--- src/rtl/alu_operand_stage_pkg.sv ---
// ALU opsel encodings and default widths for the operand stage.
// Shared by the stage, its forwarding mux, its interface and benches.
package alu_operand_stage_pkg;

  localparam int unsigned DATA_W = 32;
  localparam int unsigned OP_W   = 4;
  localparam int unsigned ADDR_W = 5;

  localparam logic [OP_W-1:0] ALU_ADD  = 4'b0000;
  localparam logic [OP_W-1:0] ALU_SUB  = 4'b0001;
  localparam logic [OP_W-1:0] ALU_AND  = 4'b0010;
  localparam logic [OP_W-1:0] ALU_OR   = 4'b0011;
  localparam logic [OP_W-1:0] ALU_XOR  = 4'b0100;
  localparam logic [OP_W-1:0] ALU_SLL  = 4'b0101;
  localparam logic [OP_W-1:0] ALU_SRL  = 4'b0110;
  localparam logic [OP_W-1:0] ALU_SRA  = 4'b0111;

endpackage

--- src/rtl/alu_operand_stage_if.sv ---
// Decode->EX bus: decoded operands, hazard inputs, ALU-facing outputs.
// slave: stage view (_i in, _o out); master: driver view.
interface alu_operand_stage_if
  import alu_operand_stage_pkg::*;
#(
  parameter int unsigned Data_Width     = DATA_W,
  parameter int unsigned Op_Width       = OP_W,
  parameter int unsigned Reg_Addr_Width = ADDR_W
) ();

  logic                      valid_i;
  logic [Reg_Addr_Width-1:0] rs1_addr_i;
  logic [Reg_Addr_Width-1:0] rs2_addr_i;
  logic [Data_Width-1:0]     rs1_data_i;
  logic [Data_Width-1:0]     rs2_data_i;
  logic [Data_Width-1:0]     pc_i;
  logic [Data_Width-1:0]     imm_i;
  logic                      sel_a_i;
  logic                      sel_b_i;
  logic [Op_Width-1:0]       opsel_i;
  logic [Reg_Addr_Width-1:0] rd_addr_i;
  logic                      reg_wr_i;
  logic                      stall_i;
  logic                      flush_i;
  logic [Data_Width-1:0]     ex_result_i;
  logic                      wb_wr_i;
  logic [Reg_Addr_Width-1:0] wb_rd_i;
  logic [Data_Width-1:0]     wb_data_i;
  logic                      valid_o;
  logic [Data_Width-1:0]     operand_a_o;
  logic [Data_Width-1:0]     operand_b_o;
  logic [Op_Width-1:0]       opsel_o;
  logic [Reg_Addr_Width-1:0] rd_addr_o;
  logic                      reg_wr_o;

  modport slave (
    input  valid_i, rs1_addr_i, rs2_addr_i,
    input  rs1_data_i, rs2_data_i, pc_i, imm_i,
    input  sel_a_i, sel_b_i, opsel_i,
    input  rd_addr_i, reg_wr_i,
    input  stall_i, flush_i, ex_result_i,
    input  wb_wr_i, wb_rd_i, wb_data_i,
    output valid_o, operand_a_o, operand_b_o,
    output opsel_o, rd_addr_o, reg_wr_o
  );

  modport master (
    output valid_i, rs1_addr_i, rs2_addr_i,
    output rs1_data_i, rs2_data_i, pc_i, imm_i,
    output sel_a_i, sel_b_i, opsel_i,
    output rd_addr_i, reg_wr_i,
    output stall_i, flush_i, ex_result_i,
    output wb_wr_i, wb_rd_i, wb_data_i,
    input  valid_o, operand_a_o, operand_b_o,
    input  opsel_o, rd_addr_o, reg_wr_o
  );

endinterface

--- src/rtl/alu_operand_stage_fwd_mux.sv ---
// Per-source forwarding select: x0, then EX, then WB, then regfile.
// Ports: i_addr/i_rf_data source, i_ex_*/i_wb_* producers, o_data.
module operand_fwd_mux
  import alu_operand_stage_pkg::*;
#(
  parameter int unsigned Data_Width     = DATA_W,
  parameter int unsigned Reg_Addr_Width = ADDR_W
) (
  input  logic [Reg_Addr_Width-1:0] i_addr,
  input  logic [Data_Width-1:0]     i_rf_data,
  input  logic                      i_ex_wr,
  input  logic [Reg_Addr_Width-1:0] i_ex_rd,
  input  logic [Data_Width-1:0]     i_ex_data,
  input  logic                      i_wb_wr,
  input  logic [Reg_Addr_Width-1:0] i_wb_rd,
  input  logic [Data_Width-1:0]     i_wb_data,
  output logic [Data_Width-1:0]     o_data
);

  logic w_zero;
  logic w_ex_hit;
  logic w_wb_hit;

  assign w_zero   = (i_addr == '0);
  assign w_ex_hit = i_ex_wr & (i_ex_rd == i_addr);
  assign w_wb_hit = i_wb_wr & (i_wb_rd == i_addr);

  always_comb begin
    o_data = i_rf_data;
    if (w_zero)        o_data = '0;
    else if (w_ex_hit) o_data = i_ex_data;
    else if (w_wb_hit) o_data = i_wb_data;
  end

endmodule

--- src/rtl/alu_operand_stage.sv ---
// ID/EX register + operand select with EX/WB forwarding.
// Ports: clk_i, rst_ni (sync, active-low), bus (decode in, ALU out).
module alu_operand_stage
  import alu_operand_stage_pkg::*;
#(
  parameter int unsigned Data_Width     = DATA_W,
  parameter int unsigned Op_Width       = OP_W,
  parameter int unsigned Reg_Addr_Width = ADDR_W
) (
  input  logic                clk_i,
  input  logic                rst_ni,
  alu_operand_stage_if.slave  bus
);

  logic                      r_valid;
  logic                      r_reg_wr;
  logic [Data_Width-1:0]     r_a;
  logic [Data_Width-1:0]     r_b;
  logic [Op_Width-1:0]       r_opsel;
  logic [Reg_Addr_Width-1:0] r_rd;
  logic [Reg_Addr_Width-1:0] r_rs1;
  logic [Reg_Addr_Width-1:0] r_rs2;
  logic                      r_sel_a;
  logic                      r_sel_b;

  logic [Data_Width-1:0]     w_fwd1;
  logic [Data_Width-1:0]     w_fwd2;
  logic                      w_ex_wr;
  logic                      w_ref_a;
  logic                      w_ref_b;

  // r_reg_wr is already qualified by r_valid
  assign w_ex_wr = r_valid & r_reg_wr;

  operand_fwd_mux #(
    .Data_Width     (Data_Width),
    .Reg_Addr_Width (Reg_Addr_Width)
  ) u_fwd1 (
    .i_addr    (bus.rs1_addr_i),
    .i_rf_data (bus.rs1_data_i),
    .i_ex_wr   (w_ex_wr),
    .i_ex_rd   (r_rd),
    .i_ex_data (bus.ex_result_i),
    .i_wb_wr   (bus.wb_wr_i),
    .i_wb_rd   (bus.wb_rd_i),
    .i_wb_data (bus.wb_data_i),
    .o_data    (w_fwd1)
  );

  operand_fwd_mux #(
    .Data_Width     (Data_Width),
    .Reg_Addr_Width (Reg_Addr_Width)
  ) u_fwd2 (
    .i_addr    (bus.rs2_addr_i),
    .i_rf_data (bus.rs2_data_i),
    .i_ex_wr   (w_ex_wr),
    .i_ex_rd   (r_rd),
    .i_ex_data (bus.ex_result_i),
    .i_wb_wr   (bus.wb_wr_i),
    .i_wb_rd   (bus.wb_rd_i),
    .i_wb_data (bus.wb_data_i),
    .o_data    (w_fwd2)
  );

  // A held register operand would miss a WB landing during the stall
  assign w_ref_a = ~r_sel_a & bus.wb_wr_i &
                   (bus.wb_rd_i == r_rs1) & (r_rs1 != '0);
  assign w_ref_b = ~r_sel_b & bus.wb_wr_i &
                   (bus.wb_rd_i == r_rs2) & (r_rs2 != '0);

  always_ff @(posedge clk_i) begin
    if (!rst_ni) begin
      r_valid  <= 1'b0;
      r_reg_wr <= 1'b0;
      r_a      <= '0;
      r_b      <= '0;
      r_opsel  <= ALU_ADD;
      r_rd     <= '0;
      r_rs1    <= '0;
      r_rs2    <= '0;
      r_sel_a  <= 1'b0;
      r_sel_b  <= 1'b0;
    end else if (bus.flush_i) begin
      r_valid  <= 1'b0;
      r_reg_wr <= 1'b0;
    end else if (bus.stall_i) begin
      if (w_ref_a) r_a <= bus.wb_data_i;
      if (w_ref_b) r_b <= bus.wb_data_i;
    end else begin
      r_valid  <= bus.valid_i;
      r_reg_wr <= bus.valid_i & bus.reg_wr_i;
      r_a      <= bus.sel_a_i ? bus.pc_i : w_fwd1;
      r_b      <= bus.sel_b_i ? bus.imm_i : w_fwd2;
      r_opsel  <= bus.opsel_i;
      r_rd     <= bus.rd_addr_i;
      r_rs1    <= bus.rs1_addr_i;
      r_rs2    <= bus.rs2_addr_i;
      r_sel_a  <= bus.sel_a_i;
      r_sel_b  <= bus.sel_b_i;
    end
  end

  assign bus.valid_o     = r_valid;
  assign bus.reg_wr_o    = r_reg_wr;
  assign bus.operand_a_o = r_a;
  assign bus.operand_b_o = r_b;
  assign bus.opsel_o     = r_opsel;
  assign bus.rd_addr_o   = r_rd;

endmodule

--- src/flat_wrapper.sv ---
// flat-port wrapper written by rule: the top's interface ports become plain ports
module alu_operand_stage_flat import alu_operand_stage_pkg::*;
#(
  parameter int unsigned Data_Width     = DATA_W,
  parameter int unsigned Op_Width       = OP_W,
  parameter int unsigned Reg_Addr_Width = ADDR_W
)
  (clk_i, rst_ni, bus_valid_i, bus_rs1_addr_i, bus_rs2_addr_i, bus_rs1_data_i, bus_rs2_data_i, bus_pc_i, bus_imm_i, bus_sel_a_i, bus_sel_b_i, bus_opsel_i, bus_rd_addr_i, bus_reg_wr_i, bus_stall_i, bus_flush_i, bus_ex_result_i, bus_wb_wr_i, bus_wb_rd_i, bus_wb_data_i, bus_valid_o, bus_operand_a_o, bus_operand_b_o, bus_opsel_o, bus_rd_addr_o, bus_reg_wr_o);
  alu_operand_stage_if #(.Data_Width(Data_Width), .Op_Width(Op_Width), .Reg_Addr_Width(Reg_Addr_Width)) bus_i ();
  input  logic clk_i;
  input  logic rst_ni;
  input wire logic [$bits(bus_i.valid_i)-1:0] bus_valid_i;
  input wire logic [$bits(bus_i.rs1_addr_i)-1:0] bus_rs1_addr_i;
  input wire logic [$bits(bus_i.rs2_addr_i)-1:0] bus_rs2_addr_i;
  input wire logic [$bits(bus_i.rs1_data_i)-1:0] bus_rs1_data_i;
  input wire logic [$bits(bus_i.rs2_data_i)-1:0] bus_rs2_data_i;
  input wire logic [$bits(bus_i.pc_i)-1:0] bus_pc_i;
  input wire logic [$bits(bus_i.imm_i)-1:0] bus_imm_i;
  input wire logic [$bits(bus_i.sel_a_i)-1:0] bus_sel_a_i;
  input wire logic [$bits(bus_i.sel_b_i)-1:0] bus_sel_b_i;
  input wire logic [$bits(bus_i.opsel_i)-1:0] bus_opsel_i;
  input wire logic [$bits(bus_i.rd_addr_i)-1:0] bus_rd_addr_i;
  input wire logic [$bits(bus_i.reg_wr_i)-1:0] bus_reg_wr_i;
  input wire logic [$bits(bus_i.stall_i)-1:0] bus_stall_i;
  input wire logic [$bits(bus_i.flush_i)-1:0] bus_flush_i;
  input wire logic [$bits(bus_i.ex_result_i)-1:0] bus_ex_result_i;
  input wire logic [$bits(bus_i.wb_wr_i)-1:0] bus_wb_wr_i;
  input wire logic [$bits(bus_i.wb_rd_i)-1:0] bus_wb_rd_i;
  input wire logic [$bits(bus_i.wb_data_i)-1:0] bus_wb_data_i;
  output wire logic [$bits(bus_i.valid_o)-1:0] bus_valid_o;
  output wire logic [$bits(bus_i.operand_a_o)-1:0] bus_operand_a_o;
  output wire logic [$bits(bus_i.operand_b_o)-1:0] bus_operand_b_o;
  output wire logic [$bits(bus_i.opsel_o)-1:0] bus_opsel_o;
  output wire logic [$bits(bus_i.rd_addr_o)-1:0] bus_rd_addr_o;
  output wire logic [$bits(bus_i.reg_wr_o)-1:0] bus_reg_wr_o;
  assign bus_i.valid_i = bus_valid_i;
  assign bus_i.rs1_addr_i = bus_rs1_addr_i;
  assign bus_i.rs2_addr_i = bus_rs2_addr_i;
  assign bus_i.rs1_data_i = bus_rs1_data_i;
  assign bus_i.rs2_data_i = bus_rs2_data_i;
  assign bus_i.pc_i = bus_pc_i;
  assign bus_i.imm_i = bus_imm_i;
  assign bus_i.sel_a_i = bus_sel_a_i;
  assign bus_i.sel_b_i = bus_sel_b_i;
  assign bus_i.opsel_i = bus_opsel_i;
  assign bus_i.rd_addr_i = bus_rd_addr_i;
  assign bus_i.reg_wr_i = bus_reg_wr_i;
  assign bus_i.stall_i = bus_stall_i;
  assign bus_i.flush_i = bus_flush_i;
  assign bus_i.ex_result_i = bus_ex_result_i;
  assign bus_i.wb_wr_i = bus_wb_wr_i;
  assign bus_i.wb_rd_i = bus_wb_rd_i;
  assign bus_i.wb_data_i = bus_wb_data_i;
  assign bus_valid_o = bus_i.valid_o;
  assign bus_operand_a_o = bus_i.operand_a_o;
  assign bus_operand_b_o = bus_i.operand_b_o;
  assign bus_opsel_o = bus_i.opsel_o;
  assign bus_rd_addr_o = bus_i.rd_addr_o;
  assign bus_reg_wr_o = bus_i.reg_wr_o;
  alu_operand_stage #(.Data_Width(Data_Width), .Op_Width(Op_Width), .Reg_Addr_Width(Reg_Addr_Width)) u_core (.clk_i(clk_i), .rst_ni(rst_ni), .bus(bus_i));
endmodule
--- config.mk ---
export PLATFORM = sky130hd
export DESIGN_NAME = alu_operand_stage_flat
export DESIGN_NICKNAME = d
export VERILOG_FILES = /design/src/rtl/alu_operand_stage_pkg.sv /design/src/rtl/alu_operand_stage_if.sv /design/src/rtl/alu_operand_stage_fwd_mux.sv /design/src/rtl/alu_operand_stage.sv /design/src/flat_wrapper.sv
export SDC_FILE = /design/constraint.sdc
export NUM_CORES = 1
export LEC_CHECK = 0
export CORE_UTILIZATION = 35
export CTS_BUF_LIST = sky130_fd_sc_hd__clkbuf_4 sky130_fd_sc_hd__clkbuf_8
export DETAILED_ROUTE_END_ITERATION = 10
export PLACE_DENSITY = 0.69
export RECOVER_POWER = 50
export SETUP_SLACK_MARGIN = 0.3
export SLEW_MARGIN = 10
export SYNTH_ARGS = -nofsm -noshare
export SYNTH_HDL_FRONTEND = slang
export SYNTH_SLANG_ARGS = --single-unit
--- constraint.sdc ---
create_clock -name clk_i -period 5.85 [get_ports clk_i]
set_input_delay 1.17 -clock clk_i [delete_from_list [all_inputs] [get_ports clk_i]]
set_output_delay 1.17 -clock clk_i [all_outputs]
set_load 0.02 [all_outputs]
Yosys cells after proc, flatten, opt, wreduce, memory -nomap -nowiden:

Cells that the tools add are included.
W data, S select, Z words.

* equal/unequal tests: 8
* mux-type cells: 12
* bitwise operators: 17
* reductions and logical operators: 8

Operators by type and width (count)
* $mux W32: 12
* $eq A5 B5 Y1: 6
* $and A1 B1 Y1: 12
* $logic_not A5 Y1: 2
* $reduce_bool A5 Y1: 2
* $reduce_and A2 Y1: 3
* $not A1 Y1: 5
* $ne A2 B1 Y1 const B: 2
* $reduce_or A2 Y1: 1

* register bits after elaboration: 87
* input bits: 225
* logic and storage cells: 55

Depth between registers and ports, before layout:

* depth in word-level cells: 7
* depth in mapped cells: 8
* gate-level depth less buffers: 5

Hierarchy:

A second synthesis with hierarchy kept.

* cells, all modules: 1152
* area, all modules: 8976.1 µm²

Modules (own cells, without submodules)
* alu_operand_stage: times used 1, cells each 760, area an instance 6468.7 µm², seq. area each 1741.7 µm²
* operand_fwd_mux: times used 2, cells each 196, area an instance 1253.7 µm², seq. area each 0.0 µm²

Least setup slack after synthesis:

No wires, ideal clock.

* path type: input port to flip-flop
* from: input bus_wb_rd_i[3]
* to: register u_core.r_a[10] (netlist: u_core.bus.operand_a_o[10])
* library setup time: 0.128 ns
* arrival: 2.650 ns
* required time: 5.722 ns
* setup slack: 3.072 ns
* stages on the path: 7
* path buffers: 2
* cell sequence: xor2_1 -> or3_4 -> or4b_1 -> buf_6 -> buf_12 -> o221ai_2 -> a21oi_1

* longest elaborated chain between the ends: 7

Ends and longest elaborated chain
* start, declared: line flat_wrapper.sv:28 `input wire logic [$bits(bus_i.wb_rd_i)-1:0] bus_wb_rd_i;`
* $eq A5 B5 Y1: line alu_operand_stage_fwd_mux.sv:26 `assign w_wb_hit = i_wb_wr & (i_wb_rd == i_addr);`
* $and A1 B1 Y1: line alu_operand_stage_fwd_mux.sv:26
* $mux W32: line alu_operand_stage_fwd_mux.sv:32 `else if (w_wb_hit) o_data = i_wb_data;`
* $mux W32: line alu_operand_stage_fwd_mux.sv:31 `else if (w_ex_hit) o_data = i_ex_data;`
* $mux W32: line alu_operand_stage_fwd_mux.sv:30 `if (w_zero) o_data = '0;`
* $mux W32: line alu_operand_stage.sv:92 `r_a <= bus.sel_a_i ? bus.pc_i : w_fwd1;`
* $mux W32: line alu_operand_stage.sv:86 `end else if (bus.stall_i) begin`
* end signal, assigned: line alu_operand_stage.sv:87 `if (w_ref_a) r_a <= bus.wb_data_i;`
* end signal, assigned: line alu_operand_stage.sv:92
* end, declared: line alu_operand_stage.sv:17 `logic [Data_Width-1:0] r_a;`

Several ways; a longest one is shown, not always the timed one.
A chain may end at the register's enable or synchronous reset.

Worst setup path in the final report:

* from: input bus_wb_rd_i[3]
* to: register u_core.r_a[2] (netlist: u_core.bus.operand_a_o[2])

The elaborated chain is that of the path after synthesis.

==> metrics.md <==
| Metric | Value |
|---|---|
| RR Startpoint | u_core.bus.rd_addr_o[0]$_SDFFE_PN0P_ |
| Initial antenna violation count | 2 |
| Pre-antenna DRT Iters | 5 |
| Die footprint | 17100 sq um |
| Design Area, Final | about 9000 sq um |
| Hold EP | u_core.bus.opsel_o[3]$_SDFFE_PN0P_ |
| CTS sink cnt | 87 |
| Crit Path Max Fanout | 24 |
| Mapped Area | 5803 sq um |
| Total length of routed wires | 24500 microns |
| Worst Tran Pin Value | 2140 ps |
| PD cells | 183.2 nW/um^2 |
| Worst vdd ir | 0.09619 mV |
| Clock period minus final worst setup slack | 3561 ps |
| Setup bufs post-CTS | 0 |
| Clk_lat worst skew | 380 ps |
| Leak pwr | between 3 and 4 nW |
| Vias in the first global route | 6498 |
| Comb pwr share | 0.303 |
| Crit path kind | in2reg |
| CTS tree | done |
| DP HPWL | approximately 17000 microns |
| Starting density of the core | 0.3614 |
| Total track usage | 0.2818 |
| DRT iter0 DRCs | 380 |
| I/O Buffers | 299 |
| Root Buffer | clkbuf_8 |
| Top cells by area, synth | dfxtp_1, a21boi_0, a221oi_1 |
| Largest net degree at the start of global routing | 88 |
| Yosys top cell area share | 0.3001 |
| Hold Startpoint | u_core.bus.opsel_o[3]$_SDFFE_PN0P_ |
| Clock power share | 0.304 |
| Post-CTS resize count | 0 |
| MaxCap Viol Count | 1 |
| Final #Nets | 1153 |
| Worst Path Arrival | 3810 ps |
| F_max | 280.8 MHz |
| Syn Nets | 913 |
| Slew margin rel. | -0.4267 |
| Final worst path period share | 0.6088 |
| Switching share of total power | 0.3010 |
| Cell Rows | 46 |
| CTS Hold Bufs | 0 |
| Core Region | 16060 sq um |
| Post-synthesis cell count | 688 |
| Vias per cell | 5.838 |
| Reg-to-reg setup timing slack | 3280 ps |
| Final Hold Fails | 0 |
| Seq cells post-synth | 87 |
| Failing checks | capacitance limit, slew limit |
| Vias | between 6000 and 7000 |
| RSZ-0062 raised after global routing | no |
| Setup Viol. Count Final | 0 |
| Worst Path Required | 6100 ps |
| Type of origin of the critical path | primary input |
| Post-detailed-route wirelength per cell | roughly 21 microns |
| # IOs | 300 |
| Setup WS post-layout | 2289 ps |
| Reg2Reg Capture Point | u_core.bus.operand_b_o[1]$_SDFFE_PN0P_ |
| Synth cell count leaders | dfxtp_1, a21boi_0, a21oi_1 |
| Die width | 130.8 microns |
| GPL Wtd Cong | approximately 0.85 |
| Final slew viol count | 87 |
| Routed Antenna Nets | 0 |
| Dpl ws | 1913 ps |
| DP Area | 8864 sq um |
| Clock transition at path regs | 90 ps |
| DRC Markers | 0 |
| Grt ovf | 0 |
| TNS Setup | 0 ps |
| Most common cell in the netlist | dfxtp_1 |
| Final Power | around 1.7 mW |
| Warnings, synthesis | 0 |
| First-pass GRT wire length | 36790 microns |
| Path depth of the worst reg2reg path | 6 |
| Int Pwr | 1.165 mW |
| Flop pwr share | 0.393 |
| Synth area leader | dfxtp_1 |
| Num CTS Buffers | 9 |
| Synth Area per Inst | 8.435 sq um |
| Share of cells above drive strength 1 | 0.07610 |
| Clock H-tree levels | 3 |
| Synth async-reset ratio | 0 |
| Worst Skew | 12.80 ps |
| CTS Buffer Depth | 2 |
| Die span in y | 130.8 microns |
| Critical Path End Type | flop |
| Worst hold path depth | 2 |
| Post-synthesis sequential area ratio | 0.3001 |
| Area grow syn2layout | 56.73% |
| Hold Crit Class | reg2reg |
| Predominant post-synthesis flop cell | dfxtp_1 |
| Number of flops mapped to enable cells by yosys | 0 |
| Status | complete, but fails checks |
| Yosys cell types | 36 |
| NetSw | around 0.5 mW |
## area by class of cell
type / count / area [sq um]
fill: 1487 / 6963
multi-input combinational: 518 / 3751
clock buffer: 13 / 166.4
antenna: 1 / 2.502
timing repair buffer: 312 / 3098
clock inverter: 3 / 65.06
tap: 216 / 270.3
sequential: 87 / 1742
## power by group through the flow
stage / logic (mW) / registers, mW / clock network (mW)
after floorplan: 0.176 / 0.706 / 0
after global placement: 0.513 / 0.669 / 0
after detailed placement: 0.513 / 0.670 / 0
after CTS: 0.516 / 0.656 / 0.520
after global routing: 0.542 / 0.660 / 0.542
final: 0.505 / 0.655 / 0.507
## sequential cells by signal (all words and copies together), names as in the netlist
name	flops
u_core.bus.opsel_o	4
u_core.bus.operand_a_o	32
u_core.bus.rd_addr_o	5
u_core.bus.valid_o	1
u_core.r_sel_a	1
u_core.r_rs2	5
u_core.r_rs1	5
u_core.bus.reg_wr_o	1
u_core.bus.operand_b_o	32
u_core.r_sel_b	1
## how the worst max path moves through the flow
stage                   startpoint                                 endpoint  depth (start not counted)
detailed placement  bus_wb_rd_i[3]   u_core.bus.operand_a_o[2]$_SDFFE_PN0P_                          7
finish              bus_wb_rd_i[3]   u_core.bus.operand_a_o[2]$_SDFFE_PN0P_                          7
floorplan           bus_wb_rd_i[3]  u_core.bus.operand_a_o[10]$_SDFFE_PN0P_                          7
CTS                 bus_wb_rd_i[3]   u_core.bus.operand_a_o[2]$_SDFFE_PN0P_                          7
global placement    bus_wb_rd_i[3]   u_core.bus.operand_a_o[0]$_SDFFE_PN0P_                          7
global route        bus_wb_rd_i[3]   u_core.bus.operand_a_o[2]$_SDFFE_PN0P_                          7
## layer usage
metal	part of all wire	vias up	track usage
met1	0.41	3151	0.3527
li1	-	3191	-
met4	0.024	2	0.1129
met2	0.47	330	0.4644
met3	0.094	40	0.06840
met5	0.00037	-	0
## worst max-delay path, stage by stage
cell and delay [ps]:
clkdlybuf4s50_1 530, xor2_1 190, or3_4 390, or4b_2 850, buf_4 370, o221ai_2 210, a21oi_1 100
## per-stage QoR
| stage | cells | hold slack (ps) | util |
|---|---|---|---|
| after floorplan | 688 | 439.1 | - |
| after global placement | 1133 | 454.7 | 0.5520 |
| after detailed placement | 1133 | 463.3 | 0.5520 |
| after CTS | 1149 | 478.1 | 0.5664 |
| after global routing | 1150 | 498.8 | 0.5664 |
| final | 1150 | 471.2 | 0.5664 |
## cells in the final DEF, fill, tap and decap left out, drive strengths merged, types with 5 or more instances in the layout
| cell | n |
|---|---|
| a21boi | 85 |
| a21oi | 69 |
| a221oi | 64 |
| and2 | 5 |
| and3 | 64 |
| buf | 13 |
| clkbuf | 14 |
| clkdlybuf4s50 | 223 |
| dfxtp | 87 |
| dlygate4sd3 | 75 |
| nand2 | 43 |
| nor2 | 7 |
| o21ai | 64 |
| o221ai | 64 |
| xnor2 | 16 |
| xor2 | 12 |
## logic make-up (layout without fill, tap and decap cells)
group           Yosys count  after routing  synth area share
compound gates          351            351            0.4580
xor+xnor                 28             28           0.04226
buf+inv                  83            328           0.06533
flops                    87             87            0.3001
other cells               0              1                 0
simple gates            139            139            0.1343
(Power assumes the default switching activity.)
